$ cat src/rtl/ysyx_23060184_axi_arbiter_pkg.sv
// Shared configuration for the 2-master AXI-lite read/write arbiter:
// bus widths, error response code, FSM encoding and the round-robin pick.
package ysyx_23060184_axi_arbiter_pkg;

    localparam int ADDR_WIDTH      = 32;
    localparam int DATA_WIDTH      = 32;
    localparam int WMASK_LENGTH    = 4;
    localparam int ACERR_WIDTH     = 2;
    localparam int NUM_ARB_MASTERS = 2;

    localparam logic [ACERR_WIDTH-1:0] DECERR = 2'b11;

    typedef enum logic [1:0] {
        ST_IDLE  = 2'd0,
        ST_M0_RD = 2'd1,
        ST_M1_RD = 2'd2,
        ST_M1_WR = 2'd3
    } arb_state_t;

    // On a tie, the master that did not own the port last time wins.
    function automatic logic rr_pick_m1(input logic req_m0, input logic req_m1,
                                        input logic last_m1);
        return req_m1 & (~req_m0 | ~last_m1);
    endfunction

endpackage

$ cat src/rtl/ysyx_23060184_axi_arbiter.sv
// Arbitrates one AXI-lite slave port between IFU (M0, read only) and MEMU
// (M1, read/write) with a registered round-robin grant and a response watchdog.
module ysyx_23060184_axi_arbiter
    import ysyx_23060184_axi_arbiter_pkg::*;
#(
    parameter int TIMEOUT         = 255,
    parameter int NUM_ARB_MASTERS = ysyx_23060184_axi_arbiter_pkg::NUM_ARB_MASTERS
) (
    input  logic                       clk,
    input  logic                       rstn,

    input  logic [ADDR_WIDTH-1:0]      m0_araddr,
    input  logic                       m0_arvalid,
    output logic                       m0_arready,
    output logic [DATA_WIDTH-1:0]      m0_rdata,
    output logic [ACERR_WIDTH-1:0]     m0_rresp,
    output logic                       m0_rvalid,
    input  logic                       m0_rready,

    input  logic [ADDR_WIDTH-1:0]      m1_araddr,
    input  logic                       m1_arvalid,
    output logic                       m1_arready,
    output logic [DATA_WIDTH-1:0]      m1_rdata,
    output logic [ACERR_WIDTH-1:0]     m1_rresp,
    output logic                       m1_rvalid,
    input  logic                       m1_rready,
    input  logic [ADDR_WIDTH-1:0]      m1_awaddr,
    input  logic                       m1_awvalid,
    output logic                       m1_awready,
    input  logic [DATA_WIDTH-1:0]      m1_wdata,
    input  logic [WMASK_LENGTH-1:0]    m1_wstrb,
    input  logic                       m1_wvalid,
    output logic                       m1_wready,
    output logic [ACERR_WIDTH-1:0]     m1_bresp,
    output logic                       m1_bvalid,
    input  logic                       m1_bready,

    output logic [ADDR_WIDTH-1:0]      s_araddr,
    output logic                       s_arvalid,
    input  logic                       s_arready,
    input  logic [DATA_WIDTH-1:0]      s_rdata,
    input  logic [ACERR_WIDTH-1:0]     s_rresp,
    input  logic                       s_rvalid,
    output logic                       s_rready,
    output logic [ADDR_WIDTH-1:0]      s_awaddr,
    output logic                       s_awvalid,
    input  logic                       s_awready,
    output logic [DATA_WIDTH-1:0]      s_wdata,
    output logic [WMASK_LENGTH-1:0]    s_wstrb,
    output logic                       s_wvalid,
    input  logic                       s_wready,
    input  logic [ACERR_WIDTH-1:0]     s_bresp,
    input  logic                       s_bvalid,
    output logic                       s_bready,

    output logic [NUM_ARB_MASTERS-1:0] grant
);

    localparam int                          WDOG_W   = $clog2(TIMEOUT + 1);
    localparam logic [WDOG_W-1:0]           WDOG_MAX = WDOG_W'(TIMEOUT);
    localparam logic [NUM_ARB_MASTERS-1:0]  GRANT_M0 = NUM_ARB_MASTERS'(1);
    localparam logic [NUM_ARB_MASTERS-1:0]  GRANT_M1 = NUM_ARB_MASTERS'(2);

    arb_state_t                  r_state;
    logic                        r_last_m1;
    logic                        r_ar_done;
    logic                        r_aw_done;
    logic                        r_w_done;
    logic [WDOG_W-1:0]           r_wdog;
    logic [NUM_ARB_MASTERS-1:0]  r_grant;

    logic w_own_m0, w_own_m1r, w_own_m1w, w_own_rd;
    logic w_timeout, w_live;
    logic w_req_m0, w_req_m1r, w_req_m1w, w_req_m1, w_pick_m1;
    logic w_owner_rready, w_rd_end, w_wr_end;

    assign w_own_m0  = (r_state == ST_M0_RD);
    assign w_own_m1r = (r_state == ST_M1_RD);
    assign w_own_m1w = (r_state == ST_M1_WR);
    assign w_own_rd  = w_own_m0 | w_own_m1r;

    assign w_timeout = (r_state != ST_IDLE) && (r_wdog == WDOG_MAX);
    assign w_live    = ~w_timeout;

    assign w_req_m0  = m0_arvalid;
    assign w_req_m1r = m1_arvalid;
    assign w_req_m1w = m1_awvalid & m1_wvalid;
    assign w_req_m1  = w_req_m1r | w_req_m1w;
    assign w_pick_m1 = rr_pick_m1(w_req_m0, w_req_m1, r_last_m1);

    assign grant = r_grant;

    // Slave side: owner's channels pass through, valids gated by done flags and the watchdog.
    assign s_araddr  = w_own_m1r ? m1_araddr : m0_araddr;
    assign s_arvalid = w_live & ~r_ar_done &
                       ((w_own_m0 & m0_arvalid) | (w_own_m1r & m1_arvalid));
    assign w_owner_rready = (w_own_m0 & m0_rready) | (w_own_m1r & m1_rready);
    assign s_rready  = w_live & w_owner_rready;

    assign s_awaddr  = m1_awaddr;
    assign s_wdata   = m1_wdata;
    assign s_wstrb   = m1_wstrb;
    assign s_awvalid = w_live & w_own_m1w & ~r_aw_done & m1_awvalid;
    assign s_wvalid  = w_live & w_own_m1w & ~r_w_done & m1_wvalid;
    assign s_bready  = w_live & w_own_m1w & m1_bready;

    assign m0_arready = w_live & w_own_m0 & ~r_ar_done & s_arready;
    assign m0_rvalid  = w_own_m0 & (w_timeout | s_rvalid);
    assign m0_rdata   = (w_own_m0 & w_live) ? s_rdata : '0;
    assign m0_rresp   = ~w_own_m0 ? '0 : (w_timeout ? DECERR : s_rresp);

    assign m1_arready = w_live & w_own_m1r & ~r_ar_done & s_arready;
    assign m1_rvalid  = w_own_m1r & (w_timeout | s_rvalid);
    assign m1_rdata   = (w_own_m1r & w_live) ? s_rdata : '0;
    assign m1_rresp   = ~w_own_m1r ? '0 : (w_timeout ? DECERR : s_rresp);

    assign m1_awready = w_live & w_own_m1w & ~r_aw_done & s_awready;
    assign m1_wready  = w_live & w_own_m1w & ~r_w_done & s_wready;
    assign m1_bvalid  = w_own_m1w & (w_timeout | s_bvalid);
    assign m1_bresp   = ~w_own_m1w ? '0 : (w_timeout ? DECERR : s_bresp);

    // After a timeout the synthetic error response completes on the master's ready alone.
    assign w_rd_end = w_own_rd & (w_timeout ? w_owner_rready : (s_rvalid & s_rready));
    assign w_wr_end = w_own_m1w & (w_timeout ? m1_bready : (s_bvalid & s_bready));

    always_ff @(posedge clk or negedge rstn) begin
        if (!rstn) begin
            r_state   <= ST_IDLE;
            r_last_m1 <= 1'b1;
            r_ar_done <= 1'b0;
            r_aw_done <= 1'b0;
            r_w_done  <= 1'b0;
            r_wdog    <= '0;
            r_grant   <= '0;
        end else begin
            case (r_state)
                ST_IDLE: begin
                    r_wdog    <= '0;
                    r_ar_done <= 1'b0;
                    r_aw_done <= 1'b0;
                    r_w_done  <= 1'b0;
                    if (w_req_m0 | w_req_m1) begin
                        if (w_pick_m1) begin
                            r_state <= w_req_m1w ? ST_M1_WR : ST_M1_RD;
                            r_grant <= GRANT_M1;
                        end else begin
                            r_state <= ST_M0_RD;
                            r_grant <= GRANT_M0;
                        end
                    end
                end
                default: begin
                    if (w_rd_end | w_wr_end) begin
                        r_state   <= ST_IDLE;
                        r_grant   <= '0;
                        r_ar_done <= 1'b0;
                        r_aw_done <= 1'b0;
                        r_w_done  <= 1'b0;
                        r_wdog    <= '0;
                        r_last_m1 <= ~w_own_m0;
                    end else begin
                        if (s_arvalid & s_arready) r_ar_done <= 1'b1;
                        if (s_awvalid & s_awready) r_aw_done <= 1'b1;
                        if (s_wvalid & s_wready)   r_w_done  <= 1'b1;
                        if (r_wdog != WDOG_MAX)    r_wdog    <= r_wdog + 1'b1;
                    end
                end
            endcase
        end
    end

endmodule

$ cat config.mk
export PLATFORM = sky130hd
export DESIGN_NAME = ysyx_23060184_axi_arbiter
export DESIGN_NICKNAME = d
export VERILOG_FILES = /design/src/rtl/ysyx_23060184_axi_arbiter_pkg.sv /design/src/rtl/ysyx_23060184_axi_arbiter.sv
export SDC_FILE = /design/constraint.sdc
export NUM_CORES = 1
export LEC_CHECK = 0
export ABC_CLOCK_PERIOD_IN_PS = 2200
export CAP_MARGIN = 20
export CORE_AREA = 2 2 142 144
export DETAILED_ROUTE_END_ITERATION = 7
export DIE_AREA = 0 0 144 146
export GPL_ROUTABILITY_DRIVEN = 0
export PLACE_DENSITY = 0.46
export SYNTH_ARGS = -nofsm -noshare
export SYNTH_HDL_FRONTEND = slang
export SYNTH_SLANG_ARGS = --single-unit
$ cat constraint.sdc
create_clock -name clk -period 2.2 [get_ports clk]
set_input_delay 0.44 -clock clk [delete_from_list [all_inputs] [get_ports clk]]
set_output_delay 0.44 -clock clk [all_outputs]
set_load 0.02 [all_outputs]
==> results of run 1 <==
cells in the final DEF, fill, tap and decap left out, types with 6 or more instances in the layout:
| master | instances |
|---|---|
| sky130_fd_sc_hd__and3_1 | 36 |
| sky130_fd_sc_hd__and3_4 | 31 |
| sky130_fd_sc_hd__clkdlybuf4s50_1 | 115 |
| sky130_fd_sc_hd__dfrtp_1 | 14 |
| sky130_fd_sc_hd__buf_6 | 55 |
| sky130_fd_sc_hd__o21a_1 | 9 |
| sky130_fd_sc_hd__buf_2 | 59 |
| sky130_fd_sc_hd__nand2_1 | 7 |
| sky130_fd_sc_hd__buf_4 | 62 |
| sky130_fd_sc_hd__mux2_2 | 32 |
| sky130_fd_sc_hd__nor2_1 | 6 |
worst max-delay path, cell delays in order, from the launching register on:
cell and delay [ns]:
sky130_fd_sc_hd__dfrtp_1 0.39, sky130_fd_sc_hd__ha_2 0.19, sky130_fd_sc_hd__and3_4 0.20, sky130_fd_sc_hd__buf_4 0.14
sky130_fd_sc_hd__nand2_2 0.09, sky130_fd_sc_hd__nor2_4 0.05, sky130_fd_sc_hd__buf_4 0.13, sky130_fd_sc_hd__buf_4 0.12
sky130_fd_sc_hd__o21a_1 0.16, sky130_fd_sc_hd__buf_4 0.15
routing by layer:
layer  vias up  wire [um]  GRT usage, %  share of wire [%]
li1       1451          -             -                  -
met1      1430       6090          17.1                 40
met3        15       1190          1.61                7.9
met5         -          0             0                  0
met4         0        240          2.35                1.6
met2       171       7550          22.9                 50
metrics by stage:
step	hold slack (ns)	total power, mW
global placement	0.480	4.37
global route	0.514	5.56
floorplan	0.144	2.57
CTS	0.499	5.04
finish	0.497	5.26
detailed placement	0.491	4.38
flip-flops by register name, summed over array words and instances (netlist names):
signal	cells
r_wdog	8
r_state	2
r_ar_done	1
grant	1
r_last_m1	1
r_w_done	1
r_aw_done	1
path summary, 6_finish.rpt:
kind | startpoint | endpoint
setup / recovery | r_wdog[1]$_DFFE_PN0P_ | m1_bresp[0]
hold / removal | r_last_m1$_DFFE_PN1P_ | r_last_m1$_DFFE_PN1P_
setup reg to reg | r_state[1]$_DFFE_PN0P_ | r_wdog[5]$_DFFE_PN0P_
hold reg to reg | r_last_m1$_DFFE_PN1P_ | r_last_m1$_DFFE_PN1P_
max in group asynchronous | rstn | r_last_m1$_DFFE_PN1P_
min in group asynchronous | rstn | r_ar_done$_DFFE_PN0P_
area by class of cell:
class                      count  area share (%)
tap                          265            6.12
sequential                    15            6.95
inverter                       4           0.323
multi-input combinational    185            31.1
clock buffer                   4            1.45
timing repair buffer         311            54.1
what timing repair did:
action | 4_1_cts | 5_1_grt
buffers inserted | 16 | 16
pin swaps | 12 | 12
setup endpoints to repair | 124 | 117
gates cloned | 8 | 3
gates resized for setup | 530 | 96
cells by family (layout without fill, tap and decap cells):
kind of cell | Yosys count | in the layout
mux | 34 | 34
simple gates | 103 | 104
flops | 15 | 15
buf+inv | 95 | 319
fa+ha+maj | 5 | 5
xor+xnor | 1 | 1
compound gates | 41 | 41
power by group:
group          internal [mW]  switching, mW  total (mW)
registers              0.359         0.0583       0.417
logic                   2.29           2.19        4.48
clock network          0.246          0.123       0.369
total                   2.90           2.37        5.26
==> Implementation_results.wiki, run 1 <==
{| class="wikitable"
! Metric !! Value
|-
| Worst R2R Path Depth || 10
|-
| Ranking of synthesized cells by area || sky130_fd_sc_hd__buf_4 21%, sky130_fd_sc_hd__and3_1 17%, sky130_fd_sc_hd__mux2_2 15%, sky130_fd_sc_hd__dfrtp_1 14%, sky130_fd_sc_hd__clkbuf_1 2.8%
|-
| Fmax || between 0.4 and 0.5 GHz
|-
| Mean number of vias per cell || ~3.9
|-
| Adder-cell share of the synthesized area || approximately 2.6%
|-
| Post-layout instance count excluding filler cells || around 780
|-
| Die W || 144 um
|-
| Worst-case headroom to the max-slew limit || approximately 65%
|-
| Largest driver fanout on the critical path || 4
|-
| Fraction of final layout cells sized beyond drive strength 1 || a little under three fifths
|-
| Buffers added on ports || approximately 230
|-
| Number of enable flip-flop cells after synthesis || 0
|-
| Final Critical Period || between 2 and 2.5 ns
|-
| Cell count of the worst hold path || 2
|-
| Count of hold-fix buffers inserted at cts || 0
|-
| Async set or reset register ratio after synthesis || 100%
|-
| Area taken by flip-flops and latches || ~380 um^2
|-
| Worst min-delay path class || register to register
|-
| Via count of the first global-routing pass || about 3.0k
|-
| Library cell with the highest instance count after synthesis || sky130_fd_sc_hd__buf_4
|-
| Standard-cell rows || between 50 and 60
|-
| Worst slack after detailed placement || -0.291 ns
|-
| Yosys reg bits || 15
|-
| Clock Tree Buf Depth || 2
|-
| Highest ir drop seen on vdd || 0.392 mV
|-
| Flop2flop setup slack || around 0.10 ns
|-
| Via count || approximately 3.1k
|-
| Sum of overflow across all layers after global routing || 0
|-
| Number of warning messages in the yosys log || 0
|-
| Worst Slack Setup Final || -0.115 ns
|-
| Type of the setup path with the least slack || register to output port
|-
| Antenna diode count || 0
|-
| # Max-Cap Violations || 0
|-
| Arrival time of data at the critical path endpoint || 1.88 ns
|-
| Total routed wirelength || between 15000 and 20000 um
|-
| Fraction of post-synthesis cell area in the top cell type by area || between 20% and 30%
|-
| Seq/Total Area, Yosys || between 10% and 20%
|-
| Total of endpoints with negative setup slack in the final report || 44
|-
| Synthesized area || roughly 0.0024 mm^2
|-
| Final Core Density || between 20% and 30%
|-
| Area after DPL || roughly 0.0048 mm^2
|-
| Total negative slack for setup checks || -2.86 ns
|-
| Failing checks || setup timing
|-
| Number of distinct library cells after synthesis || 43
|-
| Number of CTS-inserted buffers || 3
|-
| DRC || 0
|-
| Final clock skew || 0.00520 ns
|-
| Tot GR Track Use || between 10% and 20%
|-
| Post-synthesis share of cell area spent on xor and xnor gates || less than 1%
|-
| Power density relative to cell area || between 900 and 1000 mW/mm^2
|-
| Clock-pin transition on the worst setup and hold timing paths || approximately 0.05 ns
|-
| Number of nets with antenna violations after routing || 0
|-
| Mapped Cells || a little under 300
|-
| Leakage power total || between 2 and 2.5 nW
|-
| CP Launch Type || register
|-
| Period Utilization, post-route || 105%
|-
| Core area || about 0.019 mm^2
|-
| Total number of H-tree levels || 1
|-
| Number of antenna violations at the first check in global routing || 2
|-
| Layout net count || approximately 710
|-
| First-pass GRT wire length || approximately 20000 um
|-
| Num Clock Sinks || 15
|-
| HPWL after detailed placement || 11600 um
|-
| Compound-gate portion of the synthesized area || between 10% and 20%
|-
| Worst-Margin Slew || about 0.53 ns
|-
| Full die area || between 0.02 and 0.025 mm^2
|-
| Detailed-routing iteration count for the pre-antenna-repair pass || 5
|-
| Simple-gate share of the synthesized area || a little over a quarter
|-
| Post-synthesis mux area share || 15.7%
|-
| Maximum number of pins on one net before global-route repair || 29
|-
| Area used by multi-input combinational logic || approximately 0.0017 mm^2
|-
| Source-to-sink clock delay at the later pin of the worst-skew pair || 0.25 ns
|-
| Cell taking the most area after synthesis || sky130_fd_sc_hd__buf_4
|-
| Die H || 146 um
|-
| List of most frequent post-synthesis cells || 69 x sky130_fd_sc_hd__buf_4, 67 x sky130_fd_sc_hd__and3_1, 32 x sky130_fd_sc_hd__mux2_2, 18 x sky130_fd_sc_hd__clkbuf_1, 14 x sky130_fd_sc_hd__dfrtp_1
|-
| Average wire length per cell after detail routing || 19.2 um
|-
| Number of top-level pins || 366
|-
| CTS tree || done
|-
| Count of pins over their slew limit || 0
|-
| Signed area change from the synthesized netlist to the final layout || 124%
|-
| Dominant combinational cell family by area after synthesis || simple AND/OR/NAND/NOR gates
|-
| Required time worst endpoint || between 1.5 and 2 ns
|-
| Violation count after the first detailed-routing iteration || slightly below 90
|-
| Effective utilization at floorplan || 12.5%
|-
| Fin. Hold Viols || 0
|-
| Post-Synthesis Net Count || slightly below 500
|-
| Number of placed instances, taps included || roughly 740
|-
| Result of the run || finished with violations
|-
| Design Area, Final || between 0.005 and 0.006 mm^2
|-
| CTS Root Buffer Type || sky130_fd_sc_hd__clkbuf_16
|-
| Avg Inst Size Synth || ~8.2 um^2
|-
| Number of inserted filler cells in the final layout || 2127
|-
| Critical Path End Type || output port
|-
| Top FF cell, synth || sky130_fd_sc_hd__dfrtp_1
|-
| Unrepaired setup endpoints after global routing || yes
|}
Power figures use the tool's default switching activity.
==> run 2: changes to the inputs <==
--- a/config.mk
+++ b/config.mk
@@ -12,6 +12,8 @@
 export DIE_AREA = 0 0 144 146
 export GPL_ROUTABILITY_DRIVEN = 0
 export PLACE_DENSITY = 0.46
+export SLEW_MARGIN = 20
 export SYNTH_ARGS = -nofsm -noshare
 export SYNTH_HDL_FRONTEND = slang
 export SYNTH_SLANG_ARGS = --single-unit
+export TNS_END_PERCENT = 100
==> results of run 2 <==
The final DEF is identical to that of run 1; final timing and power are the same.
